<file path="src/rtl/lc_pkg.sv">
`default_nettype none
// ============================================================================
//  Module      : lc_pkg
//  Description : Shared definitions for the level-crossing axle counter:
//                decoder state encoding, detector offsets within a track
//                island and the timeout counter width helper.
//  Revision    : 1.0  initial release
// ============================================================================
package lc_pkg;

    // Direction decoder states (3-bit encoding)
    localparam logic [2:0] IDLE     = 3'd0;
    localparam logic [2:0] A1       = 3'd1;
    localparam logic [2:0] A2       = 3'd2;
    localparam logic [2:0] A3       = 3'd3;
    localparam logic [2:0] B1       = 3'd4;
    localparam logic [2:0] B2       = 3'd5;
    localparam logic [2:0] B3       = 3'd6;
    localparam logic [2:0] WAIT_CLR = 3'd7;

    // Detector offset within a track island: detector 2t+offset
    localparam int DET_ENTRY = 0;
    localparam int DET_EXIT  = 1;

    // Width needed to hold a count up to timeout_cyc
    function automatic int tmo_width(input int timeout_cyc);
        return $clog2(timeout_cyc + 1);
    endfunction

endpackage
`default_nettype wire

</file>
<file path="src/rtl/lc_axle_decoder.sv">
`default_nettype none
// ============================================================================
//  Module      : lc_axle_decoder
//  Description : One detector point: 2-flop synchronisers and debounce on
//                both rail sensors, direction FSM with backtrack tolerance,
//                and a stall timeout that forces WAIT_CLR and flags a fault.
//  Revision    : 1.0  initial release
// ============================================================================
module lc_axle_decoder
    import lc_pkg::*;
#(
    parameter int DEB_CYC     = 4,
    parameter int TIMEOUT_CYC = 1000
) (
    input  logic Clk,
    input  logic Reset,
    input  logic sens_a,
    input  logic sens_b,
    output logic a2b,
    output logic b2a,
    output logic timeout_flt
);

    localparam int DW = $clog2(DEB_CYC + 1);
    localparam int TW = tmo_width(TIMEOUT_CYC);
    localparam logic [DW-1:0] C_DEB_LAST = DW'(DEB_CYC - 1);
    localparam logic [TW-1:0] C_TMO_LAST = TW'(TIMEOUT_CYC - 1);

    // Index 1 = sensor A, index 0 = sensor B, so w_filt reads as {a,b}
    logic [1:0] w_raw;
    logic [1:0] w_filt;

    assign w_raw = {sens_a, sens_b};

    for (genvar i = 0; i < 2; i++) begin : g_sens
        logic          r_meta;
        logic          r_sync;
        logic          r_filt;
        logic [DW-1:0] r_deb_cnt;

        // Synchronise, then accept a level change only after DEB_CYC steady samples
        always_ff @(posedge Clk) begin
            if (Reset) begin
                r_meta    <= 1'b0;
                r_sync    <= 1'b0;
                r_filt    <= 1'b0;
                r_deb_cnt <= '0;
            end else begin
                r_meta <= w_raw[i];
                r_sync <= r_meta;
                if (r_sync == r_filt) begin
                    r_deb_cnt <= '0;
                end else if (r_deb_cnt == C_DEB_LAST) begin
                    r_filt    <= r_sync;
                    r_deb_cnt <= '0;
                end else begin
                    r_deb_cnt <= r_deb_cnt + 1'b1;
                end
            end
        end

        assign w_filt[i] = r_filt;
    end

    logic [2:0]    r_state;
    logic [2:0]    w_next;
    logic [TW-1:0] r_tmo;
    logic          r_a2b;
    logic          r_b2a;
    logic          r_tflt;

    // Next-state decode on the filtered sensor pair
    always_comb begin
        w_next = r_state;
        case (r_state)
            IDLE:     if (w_filt == 2'b10) w_next = A1;
                      else if (w_filt == 2'b01) w_next = B1;
                      else if (w_filt == 2'b11) w_next = WAIT_CLR;
            A1:       if (w_filt == 2'b11) w_next = A2;
                      else if (w_filt == 2'b00) w_next = IDLE;
            A2:       if (w_filt == 2'b01) w_next = A3;
                      else if (w_filt == 2'b10) w_next = A1;
            A3:       if (w_filt == 2'b00) w_next = IDLE;
                      else if (w_filt == 2'b11) w_next = A2;
            B1:       if (w_filt == 2'b11) w_next = B2;
                      else if (w_filt == 2'b00) w_next = IDLE;
            B2:       if (w_filt == 2'b10) w_next = B3;
                      else if (w_filt == 2'b01) w_next = B1;
            B3:       if (w_filt == 2'b00) w_next = IDLE;
                      else if (w_filt == 2'b11) w_next = B2;
            WAIT_CLR: if (w_filt == 2'b00) w_next = IDLE;
            default:  w_next = IDLE;
        endcase
    end

    // State register, stall timer and registered single-cycle pulses
    always_ff @(posedge Clk) begin
        if (Reset) begin
            r_state <= IDLE;
            r_tmo   <= '0;
            r_a2b   <= 1'b0;
            r_b2a   <= 1'b0;
            r_tflt  <= 1'b0;
        end else begin
            r_a2b  <= 1'b0;
            r_b2a  <= 1'b0;
            r_tflt <= 1'b0;
            if (r_state == IDLE) begin
                r_tmo   <= '0;
                r_state <= w_next;
            end else if (w_next != r_state) begin
                r_tmo   <= '0;
                r_state <= w_next;
                r_a2b   <= (r_state == A3) && (w_next == IDLE);
                r_b2a   <= (r_state == B3) && (w_next == IDLE);
            end else if (r_tmo == C_TMO_LAST) begin
                // Stalled too long: abandon the passage without a pulse
                r_tmo   <= '0;
                r_state <= WAIT_CLR;
                r_tflt  <= 1'b1;
            end else begin
                r_tmo <= r_tmo + 1'b1;
            end
        end
    end

    assign a2b         = r_a2b;
    assign b2a         = r_b2a;
    assign timeout_flt = r_tflt;

endmodule
`default_nettype wire

</file>
<file path="src/rtl/lc_axle_counter.sv">
`default_nettype none
// ============================================================================
//  Module      : lc_axle_counter
//  Description : Multi-island axle counter. Two decoders per track island
//                (entry, exit) feed a saturating occupancy count, a sticky
//                per-track fault and a registered crossing gate request.
//  Revision    : 1.0  initial release
// ============================================================================
module lc_axle_counter
    import lc_pkg::*;
#(
    parameter int NUM_TRK     = 2,
    parameter int CNT_W       = 6,
    parameter int DEB_CYC     = 4,
    parameter int TIMEOUT_CYC = 1000
) (
    input  logic                     Clk,
    input  logic                     Reset,
    input  logic [2*NUM_TRK-1:0]     sens_a,
    input  logic [2*NUM_TRK-1:0]     sens_b,
    input  logic                     clear_fault,
    output logic [2*NUM_TRK-1:0]     a2b,
    output logic [2*NUM_TRK-1:0]     b2a,
    output logic [NUM_TRK*CNT_W-1:0] occ_cnt,
    output logic [NUM_TRK-1:0]       occupied,
    output logic [NUM_TRK-1:0]       fault,
    output logic                     gate_close
);

    localparam int ND = 2 * NUM_TRK;
    localparam int SW = CNT_W + 2;

    logic [ND-1:0] w_tflt;
    logic          r_gate;

    for (genvar d = 0; d < ND; d++) begin : g_det
        lc_axle_decoder #(
            .DEB_CYC     (DEB_CYC),
            .TIMEOUT_CYC (TIMEOUT_CYC)
        ) u_dec (
            .Clk         (Clk),
            .Reset       (Reset),
            .sens_a      (sens_a[d]),
            .sens_b      (sens_b[d]),
            .a2b         (a2b[d]),
            .b2a         (b2a[d]),
            .timeout_flt (w_tflt[d])
        );
    end

    for (genvar t = 0; t < NUM_TRK; t++) begin : g_trk
        localparam int ENT = 2 * t + DET_ENTRY;
        localparam int EXT = 2 * t + DET_EXIT;

        logic [CNT_W-1:0] r_cnt;
        logic             r_fault;
        logic [SW-1:0]    w_sum;
        logic             w_neg;
        logic             w_ovf;

        // Net change of all four events; two guard bits catch under/overflow
        always_comb begin
            w_sum = {2'b00, r_cnt} + SW'(a2b[ENT]) + SW'(b2a[EXT])
                                   - SW'(b2a[ENT]) - SW'(a2b[EXT]);
            w_neg = w_sum[SW-1];
            w_ovf = !w_sum[SW-1] && w_sum[CNT_W];
        end

        // Saturating occupancy count and sticky fault (set wins over clear)
        always_ff @(posedge Clk) begin
            if (Reset) begin
                r_cnt   <= '0;
                r_fault <= 1'b0;
            end else begin
                if (w_neg)
                    r_cnt <= '0;
                else if (w_ovf)
                    r_cnt <= {CNT_W{1'b1}};
                else
                    r_cnt <= w_sum[CNT_W-1:0];
                r_fault <= (r_fault && !clear_fault) || w_neg || w_ovf
                           || w_tflt[ENT] || w_tflt[EXT];
            end
        end

        assign occ_cnt[t*CNT_W +: CNT_W] = r_cnt;
        assign occupied[t]               = |r_cnt;
        assign fault[t]                  = r_fault;
    end

    // Gate request follows any occupancy or fault one cycle later
    always_ff @(posedge Clk) begin
        if (Reset)
            r_gate <= 1'b0;
        else
            r_gate <= (|occupied) || (|fault);
    end

    assign gate_close = r_gate;

endmodule
`default_nettype wire

</file>
<file path="config.mk">
export PLATFORM = sky130hd
export DESIGN_NAME = lc_axle_counter
export DESIGN_NICKNAME = d
export VERILOG_FILES = /design/src/rtl/lc_pkg.sv /design/src/rtl/lc_axle_decoder.sv /design/src/rtl/lc_axle_counter.sv
export SDC_FILE = /design/constraint.sdc
export NUM_CORES = 1
export LEC_CHECK = 0
export BUFFER_PORTS_ARGS = -buffer_cell sky130_fd_sc_hd__buf_2
export CAP_MARGIN = 20
export CORE_MARGIN = 3
export CORE_UTILIZATION = 57
export CTS_BUF_LIST = sky130_fd_sc_hd__clkbuf_8
export CTS_CLUSTER_DIAMETER = 80
export DETAILED_ROUTE_END_ITERATION = 10
export PLACE_DENSITY = 0.78
export REMOVE_ABC_BUFFERS = 1
export SLEW_MARGIN = 40
export SYNTH_ARGS = -nofsm -noshare
export SYNTH_HDL_FRONTEND = slang
export SYNTH_SLANG_ARGS = --single-unit
</file>
<file path="constraint.sdc">
create_clock -name Clk -period 2.58 [get_ports Clk]
set_input_delay 0.129 -clock Clk [delete_from_list [all_inputs] [get_ports Clk]]
set_output_delay 0.129 -clock Clk [all_outputs]
set_load 0.05 [all_outputs]
</file>
After elaboration in Yosys (flattened, before gate mapping)
Index checks and enable logic that the tools add are counted.

Register bits after elaboration: 127. Output and inout bits: 25. Bits of input ports: 11. Memories kept: 0. ROM bits: 0. Word-level logic and storage cells: 305. Bits in writable memories: 0. Latch bits: 0.

Multiplexer cells: 78. Reductions and logical operators: 74. Equality and inequality tests: 64. Bitwise operators: 12. Add/sub/neg operators: 20. $lt $le $gt $ge: 0. $mul: 0. Divide/modulo/power cells: 0. Shift operators: 0.

Operator list (number): $mux W3 (68); $pmux W3 S8 (4); $eq A3 B2 Y1 const B (16); $eq A3 B3 Y1 const B (16); $reduce_or A3 Y1 (16); $add A10 B1 Y10 const B (4); $eq A10 B10 Y1 const B (4); $sub A8 B1 Y8 (4); $add A3 B1 Y3 const B (8); $logic_not A3 Y1 (8); $add A7 B1 Y8 (2); $eq A2 B2 Y1 const B (8); $reduce_and A2 Y1 (8); $reduce_or A4 Y1 (4); $add A6 B1 Y7 (2); $eq A3 B1 Y1 const B (4); $logic_and A1 B1 Y1 (12); $mux W6 (2); $ne A3 B3 Y1 (4); $not A1 Y1 (12); $reduce_bool A3 Y1 (4); $reduce_or A12 Y1 (1); $reduce_or A6 Y1 (2); $logic_or A1 B1 Y1 (9); other kinds (6) (26).

Longest topological paths before layout
Depth in word-level cells: 9. Gate-level depth with buffers: 13. Gate-level depth less buffers: 13.

Hierarchy
Synthesis repeated with hierarchy kept, for this count alone.

Cell total of the unflattened synthesis: 722. Area total of the unflattened synthesis: 6461.2 um^2.

By module, submodules not included: lc_axle_decoder at g_det[1].u_dec (instances 1, seq. area each 560.5 um^2, area an instance 1353.8 um^2, cells an instance 154); lc_axle_decoder at g_det[2].u_dec (instances 1, seq. area each 560.5 um^2, area an instance 1353.8 um^2, cells an instance 148); lc_axle_decoder at g_det[3].u_dec (instances 1, seq. area each 560.5 um^2, area an instance 1291.2 um^2, cells an instance 149); lc_axle_decoder at g_det[0].u_dec (instances 1, seq. area each 560.5 um^2, area an instance 1267.5 um^2, cells an instance 138); lc_axle_counter (instances 1, seq. area each 300.3 um^2, area an instance 1194.9 um^2, cells an instance 133).

Worst setup path before layout
No wires, ideal clock.

Path kind: register to register. Start: register g_det[2].u_dec.r_b2a. End: register g_trk[1].r_fault. Cell stages (with the launch flop): 11. Period minus slack after synthesis: 2.545 ns. Library setup time: 0.139 ns. Buffers on the path: 0. Required time: 2.441 ns. Slack: 0.035 ns. Arrival time: 2.406 ns. Cell sequence: dfxtp_1 inv_1 fa_1 fa_1 ha_1 inv_1 fa_1 o21bai_1 a21oi_1 a2111oi_0 a21oi_1.

Cells in the longest elaborated chain, start to end: 7. Elaborated cells on any way between the ends: 8. Those cells by class: add/sub (2); reduce/logical (6).

RTL lines: start, declared (RTL line lc_axle_decoder.sv:69) `logic r_b2a;`; start signal, assigned (RTL line lc_axle_decoder.sv:115) `r_b2a <= (r_state == B3) && (w_next == IDLE);`; $sub A8 B1 Y8 (*) (2 in a row) (RTL line lc_axle_counter.sv:64) `- SW'(b2a[ENT]) - SW'(a2b[EXT]);`; $logic_not A1 Y1 (RTL line lc_axle_counter.sv:66) `w_ovf = !w_sum[SW-1] && w_sum[CNT_W];`; $logic_and A1 B1 Y1 (RTL line lc_axle_counter.sv:66); $logic_or A1 B1 Y1 (*) (RTL line lc_axle_counter.sv:81) `r_fault <= (r_fault && !clear_fault) || w_neg || w_ovf`; $logic_or A1 B1 Y1 (*) (2 in a row) (RTL line lc_axle_counter.sv:82) `|| w_tflt[ENT] || w_tflt[EXT];`; end signal, assigned (RTL line lc_axle_counter.sv:81); end, declared (RTL line lc_axle_counter.sv:56) `logic r_fault;`.

Every way passes the cells marked *; elsewhere a longest branch is shown, timed or not. A chain may end at the register's enable or synchronous reset.

Worst setup path in the final report
Start: register g_det[1].u_dec.r_a2b. End: register g_trk[0].r_fault.

Cells in the longest elaborated chain, start to end: 6. Elaborated cells on any way between the ends: 7. Those cells by class: add/sub (1); reduce/logical (6).

RTL lines: start, declared (RTL line lc_axle_decoder.sv:68) `logic r_a2b;`; start signal, assigned (RTL line lc_axle_decoder.sv:114) `r_a2b <= (r_state == A3) && (w_next == IDLE);`; $sub A8 B1 Y8 (*) (RTL line lc_axle_counter.sv:64); $logic_not A1 Y1 (RTL line lc_axle_counter.sv:66); $logic_and A1 B1 Y1 (RTL line lc_axle_counter.sv:66); $logic_or A1 B1 Y1 (*) (RTL line lc_axle_counter.sv:81); $logic_or A1 B1 Y1 (*) (2 in a row) (RTL line lc_axle_counter.sv:82); end signal, assigned (RTL line lc_axle_counter.sv:81); end, declared (RTL line lc_axle_counter.sv:56).

Marked as above.

==> flow_summary.yaml <==
timing:
  tightest_slew_ns: 0.6509
  fin_ws_ns: 0.008512
  final.period_utilization: 0.9967
  drv_slew: 0
  finClkSkew_ns: 0.009327
  timing.hold.ws_ns: 0.06354
  grt_setup_unrepaired: "true"
  setup_viol: 0
  hold_violations: 0
  clock.fmax_ghz: 0.3889
  layout_min_cycle_time_ns: 2.571
  max-slew-margin-rel: 0.5655
run:
  drv_cap: 0
route:
  drc_errors: 0
  first_pass_iters: 5
  via_per_inst: 5.384
  vias: 4598
  wl_per_cell_um: 13.33
  drt_iter0_markers: 268
  drt_wl_total_um: 11380
  ant_nets: 0
yosys:
  async_flop_share: 0
  synth_area_um2: 6062
  synthMuxAreaShare: 0.02683
  synth_edf_count: 0
  synth_warnings: 0
  ys_ff_latch: 127
  ys.flop_type: "dfxtp_1"
  syn_avg_cell_area_um2: 9.116
  synth_top_family_by_area: "simple AND/OR/NAND/NOR gates"
  synthAdderAreaFrac: 0.09825
  ys_seq_area_frac: 0.4194
  syn_inst: 665
  yosys.area_share.simple: 0.1965
  synth-xor-area-share: 0.08669
  yosysUniqueCellTypes: 64
  synth-compound-area-share: 0.1018
setup_path:
  crit_type: "register to register"
  timing.rr.end: "g_trk[0].r_fault$_SDFF_PP0_"
  cp-endpoint: "g_trk[0].r_fault$_SDFF_PP0_"
  path_max_fanout: 7
  rrSetupSlack_ns: 0.009
  reg2reg_depth: 11
  critPathCaptureType: "register"
  crit_arrival_ns: 2.88
  cp.required_ns: 2.89
  start_kind: "register"
  critPathLaunch: "g_det[1].u_dec.a2b$_SDFF_PP0_"
  r2r_start: "g_det[1].u_dec.a2b$_SDFF_PP0_"
finish:
  final_common_cell: "dfxtp_1"
  antenna_cells: 0
  post-route-util: 0.6701
  drive_above_1_share: 0.1699
  areaGrowthSynthToFinish_pct: 14.12
  nNetsFinal: 762
  final_cell_mix: "124 x dfxtp_1, 88 x nor2_1, 60 x inv_1"
grt:
  antenna_found_initial: 0
  grt_pass1_vias: 4331
  gr-usage-all-layers: 0.1998
  grt_max_degree: 23
  grt_pass1_wl_um: 18890
  grt_overflow: 0
die:
  die_area_um2: 11910
  die_h_um: 109.1
  ios: 36
  core-area_um2: 10320
  start_util: 0.5872
  fp.dieW_um: 109.1
  rows: 37
clocking:
  cts_sinks: 127
  cts_tree: "done"
  root_buffer: "clkbuf_8"
  cts-buffers-inserted: 17
  clock_path_buffers: 2
  clk_latency_ns: 0.43
  htree_levels: 4
  cts.reportedPaths.clkPinSlew_ns: 0.07
hold_path:
  hold_path.class: "input port to register"
power_and_ir_drop:
  p_per_area_nw_per_um2: 861.7
  power.leakage_uw: 0.002791
  ir_drop_uv: 792.4
status:
  status: "complete, no violations"
placement:
  port-buffer-count: 35
  gp_congestion: 0.8773
  hpwl_um: 7632
  pre_cts_ws_ns: -0.1018
area by class of cell:
type	count	area, um^2
flip-flops and latches	127	2546
fillers	791	3406
well taps	136	170.2
clock inverters	12	131.4
repair buffers	57	364.1
clock buffers	18	247.7
inverters	59	221.5
multi-input cells	445	3237
synth_stat cells, drive strengths merged, types with 7 or more instances:
master / instances / area (um^2)
nor2b: 22 / 137.6
xnor2: 41 / 359.1
nand2b: 8 / 57.55
nor2: 88 / 330.3
xor2: 19 / 166.4
nand3: 20 / 100.1
o21ai: 9 / 48.79
a21oi: 31 / 158.9
a31oi: 7 / 50.05
inv: 59 / 221.5
o211a: 7 / 70.07
ha: 38 / 475.5
nand2: 31 / 116.4
mux2i: 14 / 140.1
and3: 15 / 96.34
nand4: 9 / 56.30
or3: 12 / 75.07
clkbuf: 12 / 66.31
dfxtp: 127 / 2542
nor3: 13 / 65.06
buf: 22 / 140.1
per-layer routing:
metal / vias to the layer above / GRT usage / wire, um
met5: - / 0 / 0
met4: 0 / 0.08115 / 122
met3: 11 / 0.05625 / 490
met2: 95 / 0.3307 / 5586
met1: 2194 / 0.2446 / 5185
li1: 2298 / - / -
cell families after synthesis:
| family | Yosys count |
|---|---|
| AO/OA/AOI/OAI | 87 |
| XOR/XNOR | 60 |
| adder cells (fa/ha/maj) | 44 |
| buffers and inverters | 93 |
| flip-flops | 127 |
| multiplexers | 16 |
| AND/OR/NAND/NOR | 238 |
through the flow:
stage / TNS, ns / instance area, um^2 / total power (uW) / cells
after floorplan: -4.438 / 5856 / 3496 / 631
after global placement: -0.01837 / 6299 / 3913 / 815
after detailed placement: -0.2268 / 6299 / 3983 / 815
after CTS: -0.01030 / 6814 / 5808 / 853
after global routing: -1.380 / 6918 / 6273 / 854
final: 0 / 6918 / 5961 / 854
state kept, by name (all words and copies together), names as in the netlist, 8 cells and up:
register,cells
g_det.u_dec.g_sens.r_sync,8
g_det.u_dec.r_state,12
g_det.u_dec.g_sens.r_filt,8
g_det.u_dec.g_sens.r_deb_cnt,24
g_det.u_dec.g_sens.r_meta,8
g_det.u_dec.r_tmo,40
g_trk.r_cnt,12
worst min-delay path by stage:
stage | end | depth (start not counted) | from
CTS | g_det[2].u_dec.g_sens[0].r_filt$_SDFFE_PP0P_ | 2 | Reset
floorplan | g_trk[0].r_fault$_SDFF_PP0_ | 1 | Reset
global route | g_det[2].u_dec.g_sens[1].r_filt$_SDFFE_PP0P_ | 2 | Reset
global placement | g_det[1].u_dec.g_sens[0].r_meta$_SDFF_PP0_ | 2 | sens_b[1]
finish | g_det[2].u_dec.g_sens[1].r_filt$_SDFFE_PP0P_ | 2 | Reset
detailed placement | g_det[1].u_dec.g_sens[1].r_meta$_SDFF_PP0_ | 2 | sens_a[1]
worst max-delay path: stages (launching register included):
cell and delay, ns:
dfxtp_2 0.33, inv_2 0.04, fa_1 0.48, fa_2 0.37, ha_4 0.17, buf_6 0.11, a211o_1 0.25, a31oi_1 0.20
o21bai_1 0.10, xnor2_1 0.15, buf_4 0.19, a21oi_2 0.06
where the power goes:
group	internal [uW]	switching (uW)	total [uW]	leakage, uW
Sequential	2100	137	2230	0.00103
Combinational	777	1280	2060	0.00155
Clock	946	721	1670	0.000210
what timing repair did:
action / CTS / global route
pin swaps: 5 / 18
hold endpoints to repair: 8 / 0
gates resized for setup: 17 / 26
hold buffers: 8 / 0
endpoints found under the setup margin: 14 / 14
buffers inserted: 0 / 1
Note: power is estimated with default switching activity, not from simulation.
